[config.mk]
export PLATFORM = sky130hd
export DESIGN_NAME = ofdm_rx_ctrl
export DESIGN_NICKNAME = d
export VERILOG_FILES = /design/src/rtl/ofdm_rx_pkg.sv /design/src/rtl/ofdm_rx_sym_window.sv /design/src/rtl/ofdm_rx_ctrl.sv
export SDC_FILE = /design/constraint.sdc
export NUM_CORES = 1
export LEC_CHECK = 0
export ABC_AREA = 1
export CAP_MARGIN = 20
export CORE_ASPECT_RATIO = 1.2
export CORE_UTILIZATION = 45
export DETAILED_ROUTE_END_ITERATION = 7
export PLACE_DENSITY_LB_ADDON = 0.05
export SLEW_MARGIN = 20
export SYNTH_ARGS = -nofsm -noshare
export SYNTH_HDL_FRONTEND = slang
export SYNTH_SLANG_ARGS = --single-unit
[constraint.sdc]
create_clock -name sys_clk -period 2.6 [get_ports sys_clk]
set_clock_uncertainty 0.1 [all_clocks]
set_input_delay 0.52 -clock sys_clk [delete_from_list [all_inputs] [get_ports sys_clk]]
set_output_delay 0.52 -clock sys_clk [all_outputs]
set_load 0.05 [all_outputs]
[src/rtl/ofdm_rx_pkg.sv]
// ofdm_rx_pkg: shared state encoding, statistics width and counter sizing helper
package ofdm_rx_pkg;

   typedef enum logic [2:0] {
      IDLE   = 3'd0,
      INIT   = 3'd1,
      SEARCH = 3'd2,
      LOCKED = 3'd3,
      DRAIN  = 3'd4
   } rx_ctrl_state_t;

   localparam int stat_width_c = 16;

   // one spare bit above the largest value a counter is compared against
   function automatic int cnt_width(input int max_val);
      return $clog2(max_val) + 1;
   endfunction

endpackage

[src/rtl/ofdm_rx_sym_window.sv]
// ofdm_rx_sym_window: sample counter with symbol-spacing window and search-timeout compares
module ofdm_rx_sym_window
   import ofdm_rx_pkg::*;
#(
   parameter int symbol_length_g  = 160,
   parameter int tolerance_g      = 2,
   parameter int search_timeout_g = 4096
) (
   input  logic sys_clk,
   input  logic sys_rst,
   input  logic clear,
   input  logic count_en,
   output logic in_window,
   output logic overrun,
   output logic search_expired
);

   localparam int late_c = symbol_length_g + tolerance_g + 1;
   localparam int cw_c   = cnt_width(search_timeout_g > late_c ? search_timeout_g : late_c);

   logic [cw_c-1:0] cnt;
   logic [cw_c-1:0] cnt_inc;

   // compares include the sample arriving this cycle, so a start that
   // coincides with a sample sees the full spacing
   assign cnt_inc        = cnt + cw_c'(count_en);
   assign in_window      = cnt_inc >= cw_c'(symbol_length_g - tolerance_g) &&
                           cnt_inc <= cw_c'(symbol_length_g + tolerance_g);
   assign overrun        = cnt_inc == cw_c'(late_c);
   assign search_expired = cnt_inc == cw_c'(search_timeout_g);

   // clear wins over count, so a sample on an accepted start becomes sample 0
   always_ff @(posedge sys_clk) begin
      if (sys_rst || clear) cnt <= '0;
      else cnt <= cnt_inc;
   end

endmodule

[src/rtl/ofdm_rx_ctrl.sv]
// ofdm_rx_ctrl: OFDM RX sequencer (init/search/lock/drain); OFDM_RX_CTRL_STATS_EN builds frame/lost counters
module ofdm_rx_ctrl
   import ofdm_rx_pkg::*;
#(
   parameter int symbol_length_g     = 160,
   parameter int tolerance_g         = 2,
   parameter int symbols_per_frame_g = 10,
   parameter int search_timeout_g    = 4096,
   parameter int init_cycles_g       = 2,
   parameter int drain_cycles_g      = 256
) (
   input  logic                    sys_clk,
   input  logic                    sys_rst,
   input  logic                    ctrl_enable,
   input  logic                    ctrl_restart,
   input  logic                    rx_data_valid,
   input  logic                    symbol_start,
   input  logic                    rcv_data_valid,
   output logic                    dp_init,
   output logic [2:0]              state_o,
   output logic                    locked,
   output logic [7:0]              symbol_cnt,
   output logic                    sync_timeout,
   output logic                    lost_sync,
   output logic                    frame_done,
   output logic [stat_width_c-1:0] frame_count,
   output logic [stat_width_c-1:0] lost_count
);

   localparam int iw_c = cnt_width(init_cycles_g);
   localparam int qw_c = cnt_width(drain_cycles_g);

   rx_ctrl_state_t  state;
   logic [iw_c-1:0] init_cnt;
   logic [qw_c-1:0] quiet_cnt;
   logic            win_clr;
   logic            in_window;
   logic            overrun;
   logic            search_expired;

   assign state_o = state;
   assign win_clr = !(state == SEARCH || state == LOCKED) || symbol_start;

   ofdm_rx_sym_window #(
      .symbol_length_g (symbol_length_g),
      .tolerance_g     (tolerance_g),
      .search_timeout_g(search_timeout_g)
   ) u_win (
      .sys_clk       (sys_clk),
      .sys_rst       (sys_rst),
      .clear         (win_clr),
      .count_en      (rx_data_valid),
      .in_window     (in_window),
      .overrun       (overrun),
      .search_expired(search_expired)
   );

   // sequencer with registered outputs; every path into INIT reloads the hold count
   always_ff @(posedge sys_clk) begin
      sync_timeout <= 1'b0;
      lost_sync    <= 1'b0;
      frame_done   <= 1'b0;
      if (sys_rst || !ctrl_enable) begin
         state      <= IDLE;
         dp_init    <= 1'b0;
         locked     <= 1'b0;
         symbol_cnt <= '0;
         init_cnt   <= '0;
         quiet_cnt  <= '0;
      end else if (ctrl_restart && state != IDLE) begin
         state      <= INIT;
         dp_init    <= 1'b1;
         locked     <= 1'b0;
         symbol_cnt <= '0;
         init_cnt   <= '0;
      end else begin
         case (state)
            IDLE: begin
               state    <= INIT;
               dp_init  <= 1'b1;
               init_cnt <= '0;
            end
            INIT: begin
               if (init_cnt == iw_c'(init_cycles_g - 1)) begin
                  state   <= SEARCH;
                  dp_init <= 1'b0;
               end else begin
                  init_cnt <= init_cnt + iw_c'(1);
               end
            end
            SEARCH: begin
               if (symbol_start) begin
                  state      <= LOCKED;
                  locked     <= 1'b1;
                  symbol_cnt <= 8'd1;
               end else if (search_expired) begin
                  sync_timeout <= 1'b1;
                  state        <= INIT;
                  dp_init      <= 1'b1;
                  init_cnt     <= '0;
                  symbol_cnt   <= '0;
               end
            end
            LOCKED: begin
               if (symbol_start && in_window) begin
                  symbol_cnt <= symbol_cnt + 8'd1;
                  if (symbol_cnt + 8'd1 == 8'(symbols_per_frame_g)) begin
                     state     <= DRAIN;
                     locked    <= 1'b0;
                     quiet_cnt <= '0;
                  end
               end else if (symbol_start || overrun) begin
                  lost_sync  <= 1'b1;
                  state      <= INIT;
                  dp_init    <= 1'b1;
                  locked     <= 1'b0;
                  init_cnt   <= '0;
                  symbol_cnt <= '0;
               end
            end
            DRAIN: begin
               if (rcv_data_valid) begin
                  quiet_cnt <= '0;
               end else if (quiet_cnt + qw_c'(1) == qw_c'(drain_cycles_g)) begin
                  frame_done <= 1'b1;
                  state      <= INIT;
                  dp_init    <= 1'b1;
                  init_cnt   <= '0;
                  symbol_cnt <= '0;
               end else begin
                  quiet_cnt <= quiet_cnt + qw_c'(1);
               end
            end
            default: begin
               state   <= IDLE;
               dp_init <= 1'b0;
               locked  <= 1'b0;
            end
         endcase
      end
   end

`ifdef OFDM_RX_CTRL_STATS_EN
   // saturating event counters, cleared only by reset
   always_ff @(posedge sys_clk) begin
      if (sys_rst) begin
         frame_count <= '0;
         lost_count  <= '0;
      end else begin
         if (frame_done && frame_count != '1) frame_count <= frame_count + stat_width_c'(1);
         if ((lost_sync || sync_timeout) && lost_count != '1) lost_count <= lost_count + stat_width_c'(1);
      end
   end
`else
   assign frame_count = '0;
   assign lost_count  = '0;
`endif

endmodule

Word-level counts from Yosys, hierarchy flattened

Index checks and enable logic that the tools add are counted.

Flip-flop bits (word level): 40
Input port bits: 7
Output and inout port bits: 48

Add/subtract/negate cells: 4
Magnitude comparators: 2
Equal/unequal tests: 34
Multiplexer cells: 47
Bitwise operators: 5
Reductions and logical operators: 27

Operator list:

| operator               | number |
|---|---|
| $mux W8                | 6 |
| $mux W9                | 4 |
| $mux W3                | 8 |
| $pmux W8 S3            | 1 |
| $ne A3 B3 Y1 const B   | 6 |
| $pmux W9 S2            | 1 |
| $mux W1                | 16 |
| $ne A2 B2 Y1 const B   | 8 |
| $pmux W3 S5            | 1 |
| $mux W2                | 7 |
| $add A13 B1 Y13        | 1 |
| $eq A13 B13 Y1 const B | 1 |
| $eq A13 B8 Y1 const B  | 1 |
| $ge A13 B8 Y1 const B  | 1 |
| $le A13 B8 Y1 const B  | 1 |
| $reduce_and A6 Y1      | 2 |
| $reduce_or A4 Y1       | 3 |
| $pmux W2 S5            | 1 |
| $reduce_and A5 Y1      | 2 |
| $add A9 B1 Y9 const B  | 1 |
| $eq A9 B9 Y1 const B   | 1 |
| $ne A3 B2 Y1 const B   | 3 |
| $add A8 B1 Y8 const B  | 1 |
| $eq A8 B4 Y1 const B   | 1 |
| other kinds (24)       | 41 |

Longest topological paths before layout

Gate-level depths: netlist of run 1.

Word-level depth: 7
Gate-level depth with buffers: 18

Cells and area by module

Synthesis of run 1 repeated with hierarchy kept, for this count alone.

Cells, all modules: 486
Area, all modules: 2,925.3 µm²

Modules (own cells, without submodules):

| module             | times used | cells each | area an instance (µm²) |
|---|---|---|---|
| ofdm_rx_ctrl       | 1          | 358        | 2,113.3 |
| ofdm_rx_sym_window | 1          | 128        | 812.0 |

Worst setup path after synthesis of run 1

Ideal clock, no wire load.

Path kind: input port to flip-flop
Start point: input rx_data_valid
End point: register symbol_cnt[3]
Arrival: 2.222 ns
Setup slack: 0.163 ns
Stages on the path: 17
Cell sequence: ha_1 > ha_1 > nand2_1 > nor2_4 > nand3_1 > nand2_1 > nand2_1 > nand2_1 > nor2_2 > nand2_2 > nand2_4 > nor2_8 > nor2_8 > o21ai_4 > clkinv_4 > nor2_1 > nor2_1

Longest elaborated chain between the ends: 6

Ends and longest elaborated chain:

| element                                                           | RTL line                                           | source |
|---|---|---|
| from (decl)                                                       | ofdm_rx_ctrl.sv:16                                 | `input logic rx_data_valid,` |
| $add A13 B1 Y13 (*)                                               | ofdm_rx_sym_window.sv:26                           | `assign cnt_inc = cnt + cw_c'(count_en);` |
| $ge A13 B8 Y1 or $le A13 B8 Y1 (tied branches)                    | ofdm_rx_sym_window.sv:27, ofdm_rx_sym_window.sv:28 |  |
| $logic_and A1 B1 Y1                                               | ofdm_rx_sym_window.sv:27                           | `assign in_window = cnt_inc >= cw_c'(symbol_length_g - tolerance_g) &&` |
| $logic_and A1 B1 Y1                                               | ofdm_rx_ctrl.sv:105                                | `if (symbol_start && in_window) begin` |
| $ne A3 B1 Y1 (no source line) or $mux W8 (tied branches)          | --                                                 |  |
| $reduce_and A5 Y1 (no source line) or $pmux W8 S3 (tied branches) | --                                                 |  |
| to (signal assigned)                                              | ofdm_rx_ctrl.sv:106                                | `symbol_cnt <= symbol_cnt + 8'd1;` |
| to (decl)                                                         | ofdm_rx_ctrl.sv:22                                 | `output logic [7:0] symbol_cnt,` |

Mark *: on every way between the ends. The rest lies on a longest branch, timed or not.
A chain may end at the register's enable or synchronous reset.

Worst setup path in the final report of run 1

Start point: register u_win.cnt[0]
End point: register symbol_cnt[7]

Longest elaborated chain between the ends: 6

Ends and longest elaborated chain:

| element                                                           | RTL line                                           | source |
|---|---|---|
| from (decl)                                                       | ofdm_rx_sym_window.sv:21                           | `logic [cw_c-1:0] cnt;` |
| from (signal assigned)                                            | ofdm_rx_sym_window.sv:35                           | `else cnt <= cnt_inc;` |
| $add A13 B1 Y13 (*)                                               | ofdm_rx_sym_window.sv:26                           |  |
| $ge A13 B8 Y1 or $le A13 B8 Y1 (tied branches)                    | ofdm_rx_sym_window.sv:27, ofdm_rx_sym_window.sv:28 |  |
| $logic_and A1 B1 Y1                                               | ofdm_rx_sym_window.sv:27                           |  |
| $logic_and A1 B1 Y1                                               | ofdm_rx_ctrl.sv:105                                |  |
| $ne A3 B1 Y1 (no source line) or $mux W8 (tied branches)          | --                                                 |  |
| $reduce_and A5 Y1 (no source line) or $pmux W8 S3 (tied branches) | --                                                 |  |

Marks and branches as above.

==> results.tsv, run 1 <==
metric	value	unit
Root Driver	clkbuf_8	
# nets final	537	
final setup fails	0	
gr usage total	21.2	%
Hold-fix buffers, CTS	0	
vias in the first global route	2683	
Boundary Pins	55	
DRC viols	0	
Critical Path RT	2.70	ns
GRT overflow	0	
CTS sink cnt	40	
commonest non-fill, non-tap cell in the layout	nand2_1	
fmax	409	MHz
number of vias in the routed layout	2860	
Synth area leaders	dfxtp_1 27%, nand2_1 13%, nor2_1 10%, buf_4 8.5%, inv_1 7.6%	
Hold Crit Endpoint	locked$_SDFFE_PP0P_	
final wirelength	6.84	mm
cts bufs inserted	5	
sequential share of power	40.6	%
Worst path max stage delay	0.32	ns
Antenna diodes	0	
clock-pin slew on the worst setup and hold paths	0.08	ns
Hold Crit Class	flip-flop to flip-flop	
most frequent cells in the layout	86 x nand2_1, 66 x nor2_1, 59 x inv_1, 40 x dfxtp_1, 32 x conb_1	
Tmin final	2.44	ns
status	finished, final reports clean	
crit-path cells	ha_2 -> ha_4 -> nand2_4 -> nor2_4 -> buf_6 -> nand3_2 -> nand2_1 -> nand2_2 -> nand2_2 -> nor2_2 -> nand2_2 -> nand2_4 -> nor2_8 -> nor2_8 -> o21ai_4 -> clkinv_4 -> nor2_4 -> nor2_1	
Max Cap Viol	0	
worst vdd ir	0.000269	V
Post-Route Setup TNS	0	ns
DP Area	3280	um^2
Area Growth Syn to Fin	25.4	%
die width	75.6	um
CP Launch Type	flip-flop	
Detail Placement HPWL	5.00	mm
critical register-to-register path startpoint	u_win.cnt[0]$_SDFF_PP0_	
initial antenna violation count	0	
synthesized cell area	2920	um^2
delay-heaviest family, CP	simple AND/OR/NAND/NOR gates	
Row Count	31	
Routability Congestion	0.883	
core box area	6170	um^2
Worst Hold Depth	2	
final period utilization	93.9	%
pwr dens	437	nW/um^2
DIE AREA	6830	um^2
share of cells above drive strength 1	22.9	%
Int Pwr	0.00104	W
WP data arrival	2.54	ns
Slew HR	59.2	%
most frequent cell on the critical path	nand2_2	
syn_area_per_cell	6.26	um^2
Yosys cell types	33	
die height	90.3	um
register bit count reported by yosys	40	
Iter 0 DRT Violations	73	
post-route cell area	3670	um^2
Setup CP Type	flip-flop to flip-flop	
Max Root-Sink Buffers	2	
Ys Warns	0	
ANT nets after route	0	
CTS tree	done	
hold_sp	locked$_SDFFE_PP0P_	
clock network fraction of total power	32.2	%
leakage	1.58	nW
post-synthesis sequential area ratio	27.4	%
Yosys top cell by area	dfxtp_1	
r2r worst-path depth	18	
first-pass GRT wire length	11.6	mm
Fin. Hold Viols	0	
H-Tree Depth	2	
TritonRoute pass-1 iters	4	
critical path endpoint category	flip-flop	
crit-path max FO	7	
routed vias/inst	4.71	
WL/cell	11.3	um
switch share	35.0	%
P_sw	0.000560	W
top cell type's share of synthesized area	27.4	%
reg2reg setup slack	0.16	ns
count of input and output buffers	22	
clk_lat worst skew	0.29	ns
Critical Path Slowest Stage Cell	dfxtp_1	
largest net degree at the start of global routing	14	
combinational fraction of design power	27.2	%
Final Max Slew Viols	0	
RR Endpoint	symbol_cnt[7]$_SDFFE_PP0P_	
actual slew at the worst max-slew pin	0.610	ns
starting density of the core	47.4	%
post-synthesis cell count	467	
Worst Path Buf+Inv	2	
## per-stage QoR
step                power (W)  hold WS (ns)  cells  worst slack [ns]  util (%)
floorplan             0.00101         0.353    498             0.163         -
global placement      0.00107         0.347    590            -0.513      53.2
CTS                   0.00160         0.358    601             0.117      56.5
global route          0.00170         0.393    607          -0.00413      59.5
finish                0.00160         0.358    607             0.158      59.5
detailed placement    0.00107         0.344    590            -0.537      53.2
## layer usage
layer | wire length (um) | vias to the layer above | global-route usage, %
li1 | - | 1525 | -
met1 | 3130 | 1280 | 26.7
met2 | 3450 | 48 | 36.9
met3 | 179 | 7 | 2.90
met4 | 74 | 0 | 5.40
met5 | 0 | - | 0
## timing repair
action                                 in CTS  in global routing
resized for setup                          19                 45
gates cloned                                1                  1
setup buffers                               2                  5
endpoints found under the hold margin       0                  0
setup endpoints to repair                  25                 24
pin swaps                                  19                 27
## worst max-delay path by stage
stage / slack (ns) / start / cells past startpoint / to
after global placement: -0.51 / rx_data_valid / 17 / quiet_cnt[1]$_SDFFE_PP0P_
after CTS: 0.12 / rx_data_valid / 16 / symbol_cnt[4]$_SDFFE_PP0P_
final: 0.16 / u_win.cnt[0]$_SDFF_PP0_ / 18 / symbol_cnt[7]$_SDFFE_PP0P_
after detailed placement: -0.54 / rx_data_valid / 17 / quiet_cnt[1]$_SDFFE_PP0P_
after global routing: -0.004 / u_win.cnt[0]$_SDFF_PP0_ / 18 / symbol_cnt[7]$_SDFFE_PP0P_
after floorplan: 0.16 / rx_data_valid / 17 / symbol_cnt[3]$_SDFFE_PP0P_
## power groups by stage
stage	logic [W]	registers [W]	clock network, W
2_1_floorplan	0.000310	0.000702	0
5_1_grt	0.000477	0.000654	0.000565
3_3_place_gp	0.000404	0.000664	0
3_5_place_dp	0.000404	0.000664	0
4_1_cts	0.000418	0.000649	0.000535
6_report	0.000436	0.000651	0.000516
## final cells by class
type / instances / area [um^2]
clock buffers: 5 / 68.8
clock inverters: 3 / 42.5
fillers: 634 / 2500
inverters: 66 / 256
multi-input cells: 359 / 1940
flip-flops and latches: 40 / 801
well taps: 82 / 103
repair buffers: 52 / 460
## sequential cells by signal, summed over array words and instances (netlist names)
register      flops
u_win.cnt        13
quiet_cnt         9
symbol_cnt        8
state_o           3
init_cnt          2
dp_init           1
frame_done        1
locked            1
lost_sync         1
sync_timeout      1
## cell usage after synthesis
cell      number
clkinv_1       2
or2_2          2
nor2_1        81
nand4_1       15
o21ai_4        1
clkinv_4       1
o22ai_1        1
xnor2_1        2
and3_1         1
nor2_2         4
xor2_1         2
nand3_1       32
nor2_8         2
nand2_2        9
inv_1         59
buf_4         33
clkbuf_1       2
ha_1           6
inv_2          4
o21ai_1       11
o21ai_0       15
conb_1         1
and2_1         1
nor3_4         1
nor2_4         7
a31oi_1        1
nor4_1         1
dfxtp_1       40
nand2_1      105
nand3_2        1
a21oi_1       17
nand2_4        2
nor3_1         5
## worst min-delay path, cell delays in order, from the launching register on
cell     delay (ns)
dfxtp_1        0.32
inv_1          0.05
a21oi_1        0.05
## logic make-up after synthesis
kind of cell,count (synthesis),share of synthesized area [%]
AOI/OAI and AO/OA,46,8.34
and+or+nand+nor,269,43.0
buffers and inverters,101,17.4
DFF,40,27.4
other,1,0.128
xor gates and xnor gates,4,1.20
adders and majority gates,6,2.57
Power figures use the tool's default switching activity.
==> run 2, diff against run 1 <==
- CORE_MARGIN: not set -> 4
- GPL_TIMING_DRIVEN: not set -> 0
==> run 2 against run 1 <==
Against the previous run: hold slack is essentially flat; total power fell by 6.3%; final area shrank 3.5%; fmax grew 4.0%; sequential power is essentially flat; count of clock-buffer cells in the layout unchanged; critical path depth is 1 lower; final cell count grew 0.99%; setup slack better by 0.095 ns; core utilization is 2.1 points lower; combinational power about the same; critical path type unchanged; critical endpoint is now symbol_cnt[5]$_SDFFE_PP0P_; largest power group unchanged.
==> results.tsv, run 2 (same netlist as run 1, synthesis figures left out) <==
metric	value	unit	change
status	finished, final reports clean		unchanged
Int Pwr	0.000953	W	was 0.00104 W
Regs by FF count	u_win.cnt: 13 flops, quiet_cnt: 9 flops, symbol_cnt: 8 flops		unchanged
Final Core Density	57.4	%	was 59.5%
Root Driver	clkbuf_8		unchanged
pwr dens	424	nW/um^2	was 437 nW/um^2
H-Tree Depth	2		unchanged
starting density of the core	47.4	%	unchanged
Worst setup endpoint	symbol_cnt[5]$_SDFFE_PP0P_		was symbol_cnt[7]$_SDFFE_PP0P_
WL/cell	10.6	um	was 11.3 um
commonest non-fill, non-tap cell in the layout	nand2_1		unchanged
Max Root-Sink Buffers	2		unchanged
TritonRoute pass-1 iters	4		unchanged
most flop-heavy register	u_win.cnt		unchanged
share of cells above drive strength 1	17.5	%	was 22.9%
final period utilization	90.3	%	was 93.9%
Post-Route Setup TNS	0	ns	unchanged
die height	96.3	um	was 90.3 um
largest net degree at the start of global routing	14		unchanged
Min Hold Slack	0.359	ns	was 0.358 ns
Critical Path Slowest Stage Cell	dfxtp_1		unchanged
worst vdd ir	0.000370	V	was 0.000269 V
Final Max Slew Viols	0		unchanged
Cells after DPL	602		was 590
DRC viols	0		unchanged
first-pass GRT wire length	11.1	mm	was 11.6 mm
Critical Path RT	2.69	ns	was 2.70 ns
initial antenna violation count	0		unchanged
gr usage total	17.9	%	was 21.2%
register area	801	um^2	unchanged
sequential share of power	43.3	%	was 40.6%
leakage	1.57	nW	was 1.58 nW
max FFs per register	13		unchanged
clk_lat worst skew	0.30	ns	was 0.29 ns
Antenna diodes	0		unchanged
CTS tree	done		unchanged
count of input and output buffers	22		unchanged
switch share	36.5	%	was 35.0%
Area Growth Syn to Fin	21.1	%	was 25.4%
Detail Placement HPWL	4.98	mm	was 5.00 mm
r2r worst-path depth	17		was 18
Worst path max stage delay	0.35	ns	was 0.32 ns
# nets final	543		was 537
cts bufs inserted	5		unchanged
clock-pin slew on the worst setup and hold paths	0.08	ns	about the same
core box area	6170	um^2	unchanged
Slew HR	56.5	%	was 59.2%
critical register-to-register path startpoint	u_win.cnt[0]$_SDFF_PP0_		unchanged
reg2reg setup slack	0.25	ns	was 0.16 ns
Iter 0 DRT Violations	91		was 73
total power	0.00150	W	was 0.00160 W
routed vias/inst	4.56		was 4.71
Tmin final	2.35	ns	was 2.44 ns
GRT overflow	0		unchanged
Multi-input gate area	1810	um^2	was 1940 um^2
combinational fraction of design power	28.9	%	was 27.2%
number of vias in the routed layout	2795		was 2860
crit-path cells	ha_4 -> ha_4 -> nand2_2 -> nor2_4 -> nand2_1 -> nand2_1 -> nand2_2 -> inv_2 -> nand3_2 -> nor2_4 -> nand2_2 -> nand2_2 -> nand2_4 -> nor2_8 -> o21ai_4 -> o21ai_1 -> nor2_1		was ha_2 -> ha_4 -> nand2_4 -> nor2_4 -> buf_6 -> nand3_2 -> nand2_1 -> nand2_2 -> nand2_2 -> nor2_2 -> nand2_2 -> nand2_4 -> nor2_8 -> nor2_8 -> o21ai_4 -> clkinv_4 -> nor2_4 -> nor2_1
final setup fails	0		unchanged
Setup CP Type	flip-flop to flip-flop		unchanged
most frequent cell on the critical path	nand2_2		unchanged
Boundary Pins	55		unchanged
Critical path origin	u_win.cnt[0]$_SDFF_PP0_		unchanged
most frequent cells in the layout	100 x nand2_1, 77 x nor2_1, 59 x inv_1, 40 x dfxtp_1, 34 x buf_4		was 86 x nand2_1, 66 x nor2_1, 59 x inv_1, 40 x dfxtp_1, 32 x conb_1
DIE AREA	7860	um^2	was 6830 um^2
WP data arrival	2.44	ns	was 2.54 ns
final wirelength	6.48	mm	was 6.84 mm
final std cells w/o fill	613		was 607
Hold Crit Class	flip-flop to flip-flop		unchanged
crit-path max FO	8		was 7
P_sw	0.000549	W	was 0.000560 W
RR Endpoint	symbol_cnt[5]$_SDFFE_PP0P_		was symbol_cnt[7]$_SDFFE_PP0P_
Max Cap Viol	0		unchanged
Fin. Hold Viols	0		unchanged
fill count	622		was 634
clock network fraction of total power	27.8	%	was 32.2%
die width	81.6	um	was 75.6 um
ANT nets after route	0		unchanged
Row Count	31		unchanged
RSZ-0062 raised after global routing	no		
CP Launch Type	flip-flop		unchanged
CTS sink cnt	40		unchanged
Routability Congestion	0.864		was 0.883
critical path endpoint category	flip-flop		unchanged
actual slew at the worst max-slew pin	0.646	ns	was 0.610 ns
vias in the first global route	2530		was 2683
fmax	426	MHz	was 409 MHz
[run 2: cell types whose count changed in the layout (fill, tap and decap cells not counted), sizes merged]
cell      previous run  this run
clkinvlp             2         0
bufinv               1         0
nand2              117       116
clkinv               3         6
buf                 30        35
clkbuf               6         8
[run 2: layout make-up]
cell class	instances	share of cell area, %
Multi-Input combinational cell	358	51.0
Buffer	35	7.32
Inverter	66	7.14
Clock buffer	5	1.94
Sequential cell	40	22.6
Clock inverter	3	0.530
Tap cell	82	2.90
Timing Repair Buffer	24	6.50
[run 2: worst min-delay path by stage]
stage                                 to                      start  depth (start not counted)  slack, ns
2_1_floorplan  quiet_cnt[8]$_SDFFE_PP0P_  quiet_cnt[8]$_SDFFE_PP0P_                          2       0.35
3_3_place_gp         locked$_SDFFE_PP0P_        locked$_SDFFE_PP0P_                          2       0.34
3_5_place_dp         locked$_SDFFE_PP0P_        locked$_SDFFE_PP0P_                          2       0.34
4_1_cts              locked$_SDFFE_PP0P_        locked$_SDFFE_PP0P_                          2       0.36
5_1_grt              locked$_SDFFE_PP0P_        locked$_SDFFE_PP0P_                          2       0.40
6_report             locked$_SDFFE_PP0P_        locked$_SDFFE_PP0P_                          2       0.36
[run 2: per-stage QoR]
| stage | worst slack [ns] | area [um^2] |
|---|---|---|
| after floorplan | 0.163 | 3040 |
| after global placement | -0.609 | 3360 |
| after detailed placement | -0.625 | 3360 |
| after CTS | 0.143 | 3510 |
| after global routing | 0.0279 | 3540 |
| final | 0.253 | 3540 |
[run 2: timing repair]
| action | in CTS | in global routing |
|---|---|---|
| buffers inserted | 2 | 0 |
| resized for setup | 8 | 13 |
| hold endpoints to repair | 0 | 0 |
| pin swaps | 5 | 12 |
| setup endpoints to repair | 25 | 22 |
| hold buffers | 0 | 0 |
| cloned | 1 | 0 |
[run 2: per-layer routing]
layer  vias up  track usage, %  share of wire (%)
li1       1536               -                  -
met1      1202            22.4                 47
met2        50            31.0                 48
met3         7            2.81                4.0
met4         0            5.82                1.3
met5         -               0                  0
[run 2: power by group through the flow]
stage | Combinational, W | Sequential [W] | Clock, W
finish | 0.000434 | 0.000650 | 0.000418
global route | 0.000477 | 0.000654 | 0.000461
CTS | 0.000426 | 0.000650 | 0.000436
detailed placement | 0.000421 | 0.000664 | 0
global placement | 0.000420 | 0.000664 | 0
floorplan | 0.000310 | 0.000702 | 0
[run 2: critical path: cells and delay by family, from the launching register on]
family / cells / cell delay [ns]
flops: 1 / 0.35
fa+ha+maj: 2 / 0.28
compound gates: 2 / 0.26
buf+inv: 1 / 0.06
simple gates: 12 / 1.16
==> run 3, diff against run 2 <==
- SLEW_MARGIN: 20 -> not set
==> results of run 3 <==
Final layout, timing and power as in run 2 (identical DEF).
